[src/rtl/pipe_pkg.sv]
// Shared definitions for the decode/execute pipeline stage register:
// default payload widths, control-field layout and the stage state encoding.
package pipe_pkg;

  localparam int DEFAULT_DATA_W = 32;
  localparam int DEFAULT_CTRL_W = 16;

  // Control payload layout, LSB first.
  localparam int ALU_OP_OFF           = 0;
  localparam int ALU_OP_W             = 5;
  localparam int BRANCH_JUMP_OFF      = ALU_OP_OFF + ALU_OP_W;
  localparam int BRANCH_JUMP_W        = 2;
  localparam int OP_SEL_OFF           = BRANCH_JUMP_OFF + BRANCH_JUMP_W;
  localparam int OP_SEL_W             = 1;
  localparam int MEM_WRITE_OFF        = OP_SEL_OFF + OP_SEL_W;
  localparam int MEM_WRITE_W          = 2;
  localparam int MEM_READ_OFF         = MEM_WRITE_OFF + MEM_WRITE_W;
  localparam int MEM_READ_W           = 2;
  localparam int REG_WRITE_SEL_OFF    = MEM_READ_OFF + MEM_READ_W;
  localparam int REG_WRITE_SEL_W      = 2;
  localparam int REG_WRITE_ENABLE_OFF = REG_WRITE_SEL_OFF + REG_WRITE_SEL_W;
  localparam int REG_WRITE_ENABLE_W   = 1;

  // Number of held entries doubles as the state encoding.
  typedef enum logic [1:0] {
    ST_EMPTY = 2'd0,
    ST_ONE   = 2'd1,
    ST_FULL  = 2'd2
  } stage_state_e;

  function automatic logic [1:0] occupancy_of(input stage_state_e s);
    case (s)
      ST_ONE:  return 2'd1;
      ST_FULL: return 2'd2;
      default: return 2'd0;
    endcase
  endfunction

endpackage

[src/rtl/pipe_slot.sv]
// One payload slot: a valid bit plus datapath/control registers.
// clear drops the valid bit but keeps the payload; load captures new payload.
module pipe_slot #(
  parameter int DATA_W = 32,
  parameter int CTRL_W = 16
) (
  input  logic              clk,
  input  logic              reset,
  input  logic              load,
  input  logic              clear,
  input  logic [DATA_W-1:0] in_data,
  input  logic [CTRL_W-1:0] in_ctrl,
  output logic              valid,
  output logic [DATA_W-1:0] data,
  output logic [CTRL_W-1:0] ctrl
);

  logic              valid_q, valid_d;
  logic [DATA_W-1:0] data_q, data_d;
  logic [CTRL_W-1:0] ctrl_q, ctrl_d;

  // Next slot contents: clear wins over load.
  always_comb begin
    // NOTE: every output of a combinational block gets a default first so no path leaves it unassigned and a latch is inferred.
    valid_d = valid_q;
    data_d  = data_q;
    ctrl_d  = ctrl_q;
    if (clear) begin
      valid_d = 1'b0;
    end else if (load) begin
      valid_d = 1'b1;
      data_d  = in_data;
      ctrl_d  = in_ctrl;
    end
  end

  // Slot registers with synchronous reset.
  always_ff @(posedge clk) begin
    // NOTE: the payload is reset as well as the valid bit, because a freshly reset stage must present an all-zero OUT_DATA.
    if (reset) begin
      valid_q <= 1'b0;
      data_q  <= '0;
      ctrl_q  <= '0;
    end else begin
      // NOTE: sequential state uses non-blocking assignments so every flop samples pre-edge values.
      valid_q <= valid_d;
      data_q  <= data_d;
      ctrl_q  <= ctrl_d;
    end
  end

  assign valid = valid_q;
  assign data  = data_q;
  assign ctrl  = ctrl_q;

endmodule

[src/rtl/pipe_stage_reg.sv]
// Pipeline stage register with valid/ready handshake, flush and an optional
// skid slot. With SKID_EN=1 IN_READY is a flop, breaking the ready path.
module pipe_stage_reg
  import pipe_pkg::*;
#(
  parameter int DATA_W  = DEFAULT_DATA_W,
  parameter int CTRL_W  = DEFAULT_CTRL_W,
  parameter int SKID_EN = 1
) (
  input  logic              CLK,
  input  logic              RESET,
  input  logic              IN_VALID,
  output logic              IN_READY,
  input  logic [DATA_W-1:0] IN_DATA,
  input  logic [CTRL_W-1:0] IN_CTRL,
  input  logic              FLUSH,
  output logic              OUT_VALID,
  input  logic              OUT_READY,
  output logic [DATA_W-1:0] OUT_DATA,
  output logic [CTRL_W-1:0] OUT_CTRL,
  output logic [1:0]        OCCUPANCY
);

  stage_state_e      state_q, state_d;
  logic              in_fire, out_fire;
  logic              in_ready_d;
  logic              main_load, main_clear, skid_load, skid_clear;
  logic              main_valid, skid_valid;
  logic [DATA_W-1:0] main_data, skid_data, main_in_data;
  logic [CTRL_W-1:0] main_ctrl, skid_ctrl, main_in_ctrl;

  assign in_fire  = IN_VALID & IN_READY;
  assign out_fire = main_valid & OUT_READY;

  // State register.
  always_ff @(posedge CLK) begin
    if (RESET) state_q <= ST_EMPTY;
    else       state_q <= state_d;
  end

  // Next state and slot controls; FLUSH overrides every handshake.
  always_comb begin
    state_d    = state_q;
    main_load  = 1'b0;
    main_clear = 1'b0;
    skid_load  = 1'b0;
    skid_clear = 1'b0;
    if (FLUSH) begin
      state_d    = ST_EMPTY;
      main_clear = 1'b1;
      skid_clear = 1'b1;
    end else begin
      case (state_q)
        ST_EMPTY: begin
          if (in_fire) begin
            main_load = 1'b1;
            state_d   = ST_ONE;
          end
        end
        ST_ONE: begin
          case ({in_fire, out_fire})
            2'b10: begin
              skid_load = 1'b1;
              state_d   = ST_FULL;
            end
            2'b01: begin
              main_clear = 1'b1;
              state_d    = ST_EMPTY;
            end
            2'b11:   main_load = 1'b1;
            default: ;
          endcase
        end
        ST_FULL: begin
          if (out_fire) begin
            main_load  = 1'b1;
            skid_clear = 1'b1;
            state_d    = ST_ONE;
          end
        end
        default: begin
          main_clear = 1'b1;
          skid_clear = 1'b1;
          state_d    = ST_EMPTY;
        end
      endcase
    end
    in_ready_d = (state_d != ST_FULL);
  end

  // The main slot refills from the skid slot whenever the skid holds an entry.
  assign main_in_data = skid_valid ? skid_data : IN_DATA;
  assign main_in_ctrl = skid_valid ? skid_ctrl : IN_CTRL;

  pipe_slot #(.DATA_W(DATA_W), .CTRL_W(CTRL_W)) u_main (
    .clk     (CLK),
    .reset   (RESET),
    .load    (main_load),
    .clear   (main_clear),
    .in_data (main_in_data),
    .in_ctrl (main_in_ctrl),
    .valid   (main_valid),
    .data    (main_data),
    .ctrl    (main_ctrl)
  );

  if (SKID_EN != 0) begin : g_skid
    logic in_ready_q;

    pipe_slot #(.DATA_W(DATA_W), .CTRL_W(CTRL_W)) u_skid (
      .clk     (CLK),
      .reset   (RESET),
      .load    (skid_load),
      .clear   (skid_clear),
      .in_data (IN_DATA),
      .in_ctrl (IN_CTRL),
      .valid   (skid_valid),
      .data    (skid_data),
      .ctrl    (skid_ctrl)
    );

    // Registered ready: high unless the stage will be full after this edge.
    always_ff @(posedge CLK) begin
      if (RESET) in_ready_q <= 1'b1;
      else       in_ready_q <= in_ready_d;
    end

    assign IN_READY = in_ready_q;
  end else begin : g_no_skid
    assign skid_valid = 1'b0;
    assign skid_data  = '0;
    assign skid_ctrl  = '0;
    assign IN_READY   = !main_valid | OUT_READY;
  end

  // Outputs: control is a bubble whenever nothing valid is held.
  always_comb begin
    OUT_VALID = main_valid;
    OUT_DATA  = main_data;
    OUT_CTRL  = main_valid ? main_ctrl : '0;
    OCCUPANCY = occupancy_of(state_q);
  end

endmodule

[config.mk]
export PLATFORM = sky130hd
export DESIGN_NAME = pipe_stage_reg
export DESIGN_NICKNAME = d
export VERILOG_FILES = /design/src/rtl/pipe_pkg.sv /design/src/rtl/pipe_slot.sv /design/src/rtl/pipe_stage_reg.sv
export SDC_FILE = /design/constraint.sdc
export NUM_CORES = 1
export LEC_CHECK = 0
export ABC_AREA = 1
export CAP_MARGIN = 20
export CORE_AREA = 10 10 104 124
export CTS_CLUSTER_DIAMETER = 120
export DETAILED_ROUTE_END_ITERATION = 16
export DIE_AREA = 0 0 114 134
export PLACE_DENSITY = 0.8
export SETUP_SLACK_MARGIN = 0.3
export SYNTH_ARGS = -nofsm -noshare
export SYNTH_HDL_FRONTEND = slang
export SYNTH_SLANG_ARGS = --single-unit
export TNS_END_PERCENT = 5
[constraint.sdc]
create_clock -name CLK -period 1.3 [get_ports CLK]
set_input_delay 0.13 -clock CLK [delete_from_list [all_inputs] [get_ports CLK]]
set_output_delay 0.13 -clock CLK [all_outputs]
set_load 0.01 [all_outputs]
==> flow_summary.ini, run 1 <==
[min_path]
min_to = g_skid.u_skid.valid
holdPathStages = 4
hp-class = primary input to flip-flop
hp-start = RESET

[layout]
nets = 896
most-common-layout-cells = 291 x nand2_1, 94 x nor2_1, 92 x dfxtp_1
diodes = 0
instances_no_fill = 977
final_layout_size_suffix_gt1_frac = 0.178
syn_to_final_growth_pct = 33.3
fin_util = 0.599
layout_commonest_cell = nand2_1
fill_cells = 991

[logic_synthesis]
syn-cell-area_um2 = 4700
synth_cell_type_count = 19
ys_ff_latch = 101
synth_cells = 743
yosysSeqAreaShare = 0.430
synthTopCellsByArea = dfxtp_1 43%, nand2_1 25%, nor2_1 8.1%
syn_area_per_cell_um2 = 6.33
ys_warn_count = 0
yosysTopAreaCellShare = 0.430
synth_top_area_cell = dfxtp_1
synth.net_count = 796

[run]
cap_violations = 0

[sta]
fmax_mhz = 774
relSlewSlack = 0.769
worst_pin_slew_ns = 0.346
skew_ns = 0.00697
hold_viol_final = 0
finalCriticalPeriod_ns = 1.29
rsz0062_at_grt = yes
setup_viol = 0
maxSlewViolCount = 0
fin_crit_sh = 0.994
tns_ns = 0
holdWs_ns = 0.230

[critical_path]
critPathArrivalTime_ns = 1.51
rr_startpoint = state_q[1]
crit_start = state_q[1]
crit_chain = inv_2, nand2_4, nor2_4, buf_12, nand2_4, buf_12, nand2_1, a21oi_1
critical-path-max-stage-delay_ns = 0.36
critPathSlowestCell = dfxtp_4
cp-end-kind = flip-flop
worstSetupStartpointType = flip-flop
crit_fanout = 25
r2r_cells = 8
crit_required_ns = 1.52
r2r-end = g_skid.u_skid.ctrl[11]
path_class = flip-flop to flip-flop
r2r_setup_slack_ns = 0.008

[pwr]
power_mw = 7.16
p_per_area_nw_per_um2 = 1140
ir_drop_mv = 0.589
p_leak_nw = 3.13

[floorplan]
die_y_um = 134
die_area_um2 = 15300
core_area_um2 = 10500
core.rowCount = 41
io-pin-count = 105
initial_utilization = 0.449
dieWidth_um = 114

[global_routing]
grt_pass1_vias = 4395
grt_pass1_wl_mm = 20.9
grt_overflow = 0
grt_util_all_layers = 0.162
grt_max_degree = 50
antenna_found_initial = 0

[place]
dpl.cell_count = 957
dp_hpwl_mm = 8.22
port_buffers = 104
place_congestion = 0.779

[drt]
dr_total_vias = 4555
drt_first_pass_iters = 4
viasPerCell = 4.66
drtAntennaViolNets = 0
drcViolationCount = 0
post_drt_wl_per_cell_um = 12.5
drt_iter0_drc = 180
routed_wl_mm = 12.2

[clock_tree]
clock-root-buffer = clkbuf_16
h-tree-depth = 3
clock_sinks = 101
cts_made_buffers = 9
cts_tree = yes
clockBufferDepth = 2
path_clk_slew_ns = 0.07
clkLatencyLatePin_ns = 0.34

[run_status]
status = completed
## worst max-delay path, delay by kind of cell, from the launching register on
kind | cells | cell delay, ns
buf+inv | 3 | 0.40
flops | 1 | 0.36
compound gates | 1 | 0.06
simple gates | 4 | 0.33
## synthesized netlist by cell type, drive strengths merged
master / instances
clkinv: 1
nor2: 103
inv: 70
nand2: 313
buf: 32
clkbuf: 16
o21ai: 1
dfxtp: 101
nand3: 55
a21oi: 51
## report_power, final
part	switching (mW)	leakage, nW	internal [mW]
Combinational	0.543	2.15	0.463
Clock	1.15	0.150	1.70
Sequential	0.0782	0.827	3.23
Total	1.77	3.13	5.39
## metal layers
| layer | routed length (um) | track usage | up-vias |
|---|---|---|---|
| li1 | - | - | 2434 |
| met5 | 0 | 0 | - |
| met3 | 853 | 0.0433 | 8 |
| met1 | 5230 | 0.189 | 2014 |
| met4 | 91 | 0.0593 | 0 |
| met2 | 6040 | 0.276 | 99 |
## layout make-up
cell class                      count  area [um2]  share of cell area
Timing Repair Buffer              137        1230               0.196
Inverter                           71         267              0.0425
Clock buffer                       11         233              0.0371
Multi-Input combinational cell    523        2250               0.359
Clock inverter                      5        85.1              0.0136
Tap cell                          129         161              0.0257
Sequential cell                   101        2040               0.326
## registers in the layout, summed over array words and instances, names as in the netlist
| name | cells |
|---|---|
| state_q | 2 |
| u_main.ctrl | 16 |
| g_skid.u_skid.ctrl | 16 |
| u_main.valid | 1 |
| IN_READY | 1 |
| u_main.data | 32 |
| g_skid.u_skid.valid | 1 |
| g_skid.u_skid.data | 32 |
## worst max-delay path by stage
stage | cells past startpoint | slack [ns] | end
6_report | 8 | 0.008 | g_skid.u_skid.ctrl[11]
5_1_grt | 8 | -0.08 | g_skid.u_skid.ctrl[3]
4_1_cts | 7 | 0.006 | u_main.data[13]
3_5_place_dp | 7 | -0.19 | IN_READY
3_3_place_gp | 6 | -0.18 | g_skid.u_skid.data[16]
2_1_floorplan | 8 | 0.04 | u_main.ctrl[10]
## cells by family after synthesis
group | count (synthesis) | synth area share
AO/OA/AOI/OAI | 52 | 0.0569
buffers and inverters | 119 | 0.115
flip-flops | 101 | 0.430
AND/OR/NAND/NOR | 471 | 0.399
## through the flow
stage / area [um2] / worst slack, ns
after detailed placement: 5970 / -0.193
after CTS: 6140 / 0.00640
after floorplan: 4720 / 0.0415
after global placement: 5970 / -0.175
after global routing: 6270 / -0.0772
final: 6270 / 0.00764
## timing repair
action                                  in CTS  in global routing
endpoints found under the setup margin     153                120
pin swaps                                   21                 13
setup buffers                                1                  2
cloned                                       0                  1
hold buffers                                 0                  0
resized for setup                          244                 23
Note: power is estimated with default switching activity, not from simulation.
==> run 2, diff against run 1 <==
--- a/config.mk
+++ b/config.mk
@@ -7,10 +7,10 @@
 export LEC_CHECK = 0
 export ABC_AREA = 1
 export CAP_MARGIN = 20
-export CORE_AREA = 10 10 104 124
+export CORE_AREA = 2 2 96 116
 export CTS_CLUSTER_DIAMETER = 120
 export DETAILED_ROUTE_END_ITERATION = 16
-export DIE_AREA = 0 0 114 134
+export DIE_AREA = 0 0 98 118
 export PLACE_DENSITY = 0.8
 export SETUP_SLACK_MARGIN = 0.3
 export SYNTH_ARGS = -nofsm -noshare
==> constraint.sdc (replaced) <==
create_clock -name CLK -period 1.3 [get_ports CLK]
set_input_delay 0.13 -clock CLK [delete_from_list [all_inputs] [get_ports CLK]]
set_output_delay 0.13 -clock CLK [all_outputs]
set_load 0.005 [all_outputs]
==> flow_summary.ini, run 2 (synthesis results as in run 1) <==
[sta]
fin_crit_sh = 1.10
relSlewSlack = 0.757
tns_ns = -5.10
fmax_mhz = 699
finalCriticalPeriod_ns = 1.43
maxSlewViolCount = 0
skew_ns = 0.00401
rsz0062_at_grt = yes
setup_viol = 101
hold_viol_final = 0
fin_ws_ns = -0.131
worst_pin_slew_ns = 0.364

[critical_path]
r2r_setup_slack_ns = -0.09
cp-end-kind = output port
worstSetupStartpointType = flip-flop
rr_startpoint = u_main.valid
r2r-end = g_skid.u_skid.data[18]
path_class = flip-flop to output port
r2r_cells = 9
critPathArrivalTime_ns = 1.30
crit_fanout = 8
crit_required_ns = 1.17

[drt]
dr_total_vias = 4786
post_drt_wl_per_cell_um = 13.6
drcViolationCount = 0
wl_met2_mm = 7.03
wl_met1_mm = 5.46
highest_layer = met4
drt_iter0_drc = 246
viasPerCell = 4.83
routed_wl_mm = 13.5
met3_length_um = 652
drt_first_pass_iters = 4
drtAntennaViolNets = 0

[run]
cap_violations = 0

[clock_tree]
cts_made_buffers = 9
h-tree-depth = 3
clock_sinks = 101
holdBufCountCts = 0
cts_tree = yes
path_clk_slew_ns = 0.07
clockBufferDepth = 2
clkLatencyLatePin_ns = 0.34
clock-root-buffer = clkbuf_16

[layout]
layout_commonest_cell = nand2_1
syn_to_final_growth_pct = 45.6
final_layout_size_suffix_gt1_frac = 0.233
diodes = 0
nets = 911
most-common-layout-cells = 273 x nand2_1, 91 x nor2_1, 87 x dfxtp_1
fill_cells = 890

[pwr]
p_int_mw = 5.18
pwr-share-comb = 0.171
ir_drop_mv = 0.620
switchingPower_mw = 1.83
sw_frac_of_total = 0.261
p_leak_nw = 3.34
p_per_area_nw_per_um2 = 1020
seq_power_share = 0.474
p_clk_frac = 0.355

[floorplan]
initial_utilization = 0.452
io-pin-count = 105
dieWidth_um = 98
core_area_um2 = 10400
die_y_um = 118
core.rowCount = 41
die_area_um2 = 11600

[global_routing]
grt_max_degree = 49
grt_overflow = 0
antenna_found_initial = 0
grt_pass1_vias = 4270
grt_util_all_layers = 0.211
grt_pass1_wl_mm = 20.0

[place]
dp_hpwl_mm = 7.57
place_ws_ns = -0.247
place_congestion = 0.811
port_buffers = 104

[min_path]
hp-start = RESET
hp-class = primary input to flip-flop
min_to = u_main.data[4]
holdPathStages = 4

[run_status]
violations = negative setup slack
status = complete, but fails checks
run 2: cell count changes in the layout (fill, tap and decap cells not counted), sizes merged:
| cell | before | now |
|---|---|---|
| buf | 85 | 66 |
| clkbuf | 12 | 26 |
| bufinv | 2 | 0 |
| clkinvlp | 1 | 0 |
| clkdlybuf4s15 | 0 | 11 |
| dlygate4sd2 | 0 | 8 |
| inv | 70 | 72 |
| dlymetal6s2s | 0 | 1 |
run 2: worst max-delay path, cell delays in order, from the launching register on:
cell	delay (ns)
dfxtp_4	0.37
buf_12	0.13
buf_12	0.12
buf_16	0.14
nand2_2	0.05
inv_1	0.03
buf_2	0.11
run 2: per-stage QoR:
step                std cells  utilization  instance area (um2)  total power, mW  hold WS (ns)
floorplan                 743            -                 4720             3.87         0.286
global placement          953        0.573                 5960             4.37         0.447
detailed placement        953        0.573                 5960             4.38         0.451
CTS                       976        0.605                 6300             6.85         0.152
global route              991        0.657                 6850             7.28         0.211
finish                    991        0.657                 6850             7.01         0.160
run 2: power groups by stage:
stage / logic, mW / registers (mW) / clock network (mW)
after floorplan: 0.504 / 3.37 / 0
after global placement: 0.998 / 3.37 / 0
after detailed placement: 1.01 / 3.37 / 0
after CTS: 1.02 / 3.31 / 2.52
after global routing: 1.32 / 3.34 / 2.62
final: 1.20 / 3.32 / 2.49
run 2: how the worst max path moves through the flow:
stage	from	endpoint	slack, ns
floorplan	u_main.valid	g_skid.u_skid.data[12]	0.06
global placement	IN_VALID	IN_READY	-0.23
detailed placement	IN_VALID	u_main.data[17]	-0.25
CTS	u_main.valid	u_main.data[0]	-0.08
global route	u_main.valid	OUT_CTRL[7]	-0.17
finish	u_main.valid	OUT_CTRL[5]	-0.13
run 2: metal layers:
layer | global-route usage | up-vias
li1 | - | 2469
met1 | 0.255 | 2154
met2 | 0.361 | 140
met3 | 0.0386 | 23
met4 | 0.0938 | 0
met5 | 0 | -
run 2: layout make-up:
type / instances / area [um2] / share of cell area
multi-input cells: 523 / 2400 / 0.351
flip-flops and latches: 101 / 2050 / 0.299
repair buffers: 152 / 1700 / 0.248
inverters: 71 / 272 / 0.0397
clock buffers: 11 / 243 / 0.0355
well taps: 129 / 161 / 0.0236
clock inverters: 4 / 23.8 / 0.00347
run 2: timing repair:
item | CTS | global route
cloned | 2 | 9
gates resized for setup | 187 | 91
buffers inserted | 6 | 6
endpoints found under the setup margin | 153 | 144
pin swaps | 12 | 24
==> run 3, diff against run 2 <==
--- a/config.mk
+++ b/config.mk
@@ -7,11 +7,11 @@
 export LEC_CHECK = 0
 export ABC_AREA = 1
 export CAP_MARGIN = 20
-export CORE_AREA = 2 2 96 116
+export CORE_AREA = 2 2 91 111
 export CTS_CLUSTER_DIAMETER = 120
 export DETAILED_ROUTE_END_ITERATION = 16
-export DIE_AREA = 0 0 98 118
-export PLACE_DENSITY = 0.8
+export DIE_AREA = 0 0 93 113
+export PLACE_DENSITY = 0.83
 export SETUP_SLACK_MARGIN = 0.3
 export SYNTH_ARGS = -nofsm -noshare
 export SYNTH_HDL_FRONTEND = slang
==> constraint.sdc (replaced) <==
create_clock -name CLK -period 1.45 [get_ports CLK]
set_input_delay 0.145 -clock CLK [delete_from_list [all_inputs] [get_ports CLK]]
set_output_delay 0.145 -clock CLK [all_outputs]
set_load 0.005 [all_outputs]
==> flow_summary.ini, run 3 (synthesis results as in run 1) <==
[clock_tree]
clock_sinks = 101
clockBufferDepth = 2
cts_tree = yes
h-tree-depth = 3
holdBufCountCts = 0
clkLatencyLatePin_ns = 0.34
clock-root-buffer = clkbuf_16
path_clk_slew_ns = 0.06
cts_made_buffers = 9

[critical_path]
crit_required_ns = 1.70
rr_startpoint = u_main.valid
crit_fanout = 16
r2r_cells = 8
worstSetupStartpointType = flip-flop
crit_chain = buf_6, buf_6, nand2_4, inv_4, nor2_4, buf_6, nand3_1, a21oi_1
path_class = flip-flop to flip-flop
cp.depth = 8
path_delay_family = buffers and inverters
crit_buf_inv = 4
critical-path-max-stage-delay_ns = 0.35
crit_top_cell = buf_6
crit_start = u_main.valid
endpoint = g_skid.u_skid.data[24]
critPathSlowestCell = dfxtp_4
r2r_setup_slack_ns = 0.0009
critPathArrivalTime_ns = 1.70
r2r-end = g_skid.u_skid.data[24]
cp-end-kind = flip-flop

[global_routing]
grt_overflow = 0
grt_max_degree = 50
grt_util_all_layers = 0.247
antenna_found_initial = 0
grt_pass1_wl_mm = 21.1
grt_pass1_vias = 4628

[floorplan]
die_y_um = 113
die_area_um2 = 10500
dieWidth_um = 93
core_area_um2 = 9370
initial_utilization = 0.502
io-pin-count = 105
core.rowCount = 39

[sta]
holdWs_ns = 0.285
rsz0062_at_grt = yes
fmax_mhz = 690
skew_ns = 0.00361
finalCriticalPeriod_ns = 1.45
worst_pin_slew_ns = 0.540
maxSlewViolCount = 0
setup_viol = 0
hold_viol_final = 0
tns_ns = 0
relSlewSlack = 0.640
fin_crit_sh = 0.999
fin_ws_ns = 0.000939

[place]
dpl.cell_count = 950
place_ws_ns = -0.154
port_buffers = 104
dp_hpwl_mm = 8.17
place_congestion = 0.866
placed_area_um2 = 5930

[layout]
final_area_um2 = 6440
syn_to_final_growth_pct = 36.9
diodes = 0
fin_util = 0.687
most-common-layout-cells = 283 x nand2_1, 99 x nor2_1, 95 x dfxtp_1
final_layout_size_suffix_gt1_frac = 0.157
layout_commonest_cell = nand2_1
nets = 902
instances_no_fill = 976

[drt]
viasPerCell = 5.03
drt_iter0_drc = 236
drt_first_pass_iters = 4
drtAntennaViolNets = 0
dr_total_vias = 4907
routed_wl_mm = 12.7
post_drt_wl_per_cell_um = 13.0
drcViolationCount = 0

[min_path]
hp-class = primary input to flip-flop

[pwr]
power_mw = 6.22
p_leak_nw = 3.28
p_per_area_nw_per_um2 = 966
ir_drop_mv = 0.786

[run_status]
status = completed

[run]
cap_violations = 0
-- run 3: worst min path at each step --
stage                                      start                      to  slack (ns)  depth (start not counted)
after floorplan                            FLUSH              state_q[0]        0.30                          3
after global placement    g_skid.u_skid.data[18]  g_skid.u_skid.data[18]        0.45                          2
after detailed placement  g_skid.u_skid.ctrl[11]  g_skid.u_skid.ctrl[11]        0.45                          2
after CTS                                  RESET         u_main.data[29]        0.30                          4
after global routing                       RESET         u_main.data[27]        0.32                          4
final                                      RESET         u_main.data[29]        0.29                          4
-- run 3: layer usage --
layer	track usage	part of all wire	up-vias
li1	-	-	2447
met1	0.287	0.40	2255
met2	0.437	0.51	167
met3	0.0426	0.051	38
met4	0.121	0.034	0
met5	0	0	-
-- run 3: where the power goes --
group	internal, mW	switching, mW	leakage [nW]	total, mW
sequential	2.89	0.0759	0.827	2.97
combinational	0.450	0.485	2.31	0.935
clock	1.32	0.995	0.138	2.31
-- run 3: what timing repair did --
action / CTS / global route
hold endpoints to repair: 0 / 0
endpoints found under the setup margin: 150 / 119
gates resized for setup: 159 / 27
cloned: 2 / 0
setup buffers: 9 / 0
pin swaps: 16 / 13
-- run 3: area by class of cell --
cell class,count,area (um2)
sequential,101,2040
tap,123,154
inverter,71,274
multi-input combinational,523,2310
clock inverter,5,52.6
clock buffer,10,229
fill,809,2930
timing repair buffer,143,1390
-- run 3: tightest hold or removal path, delay by kind of cell --
kind	cells	cell delay, ns
buffers and inverters	2	0.30
and+or+nand+nor	2	0.15
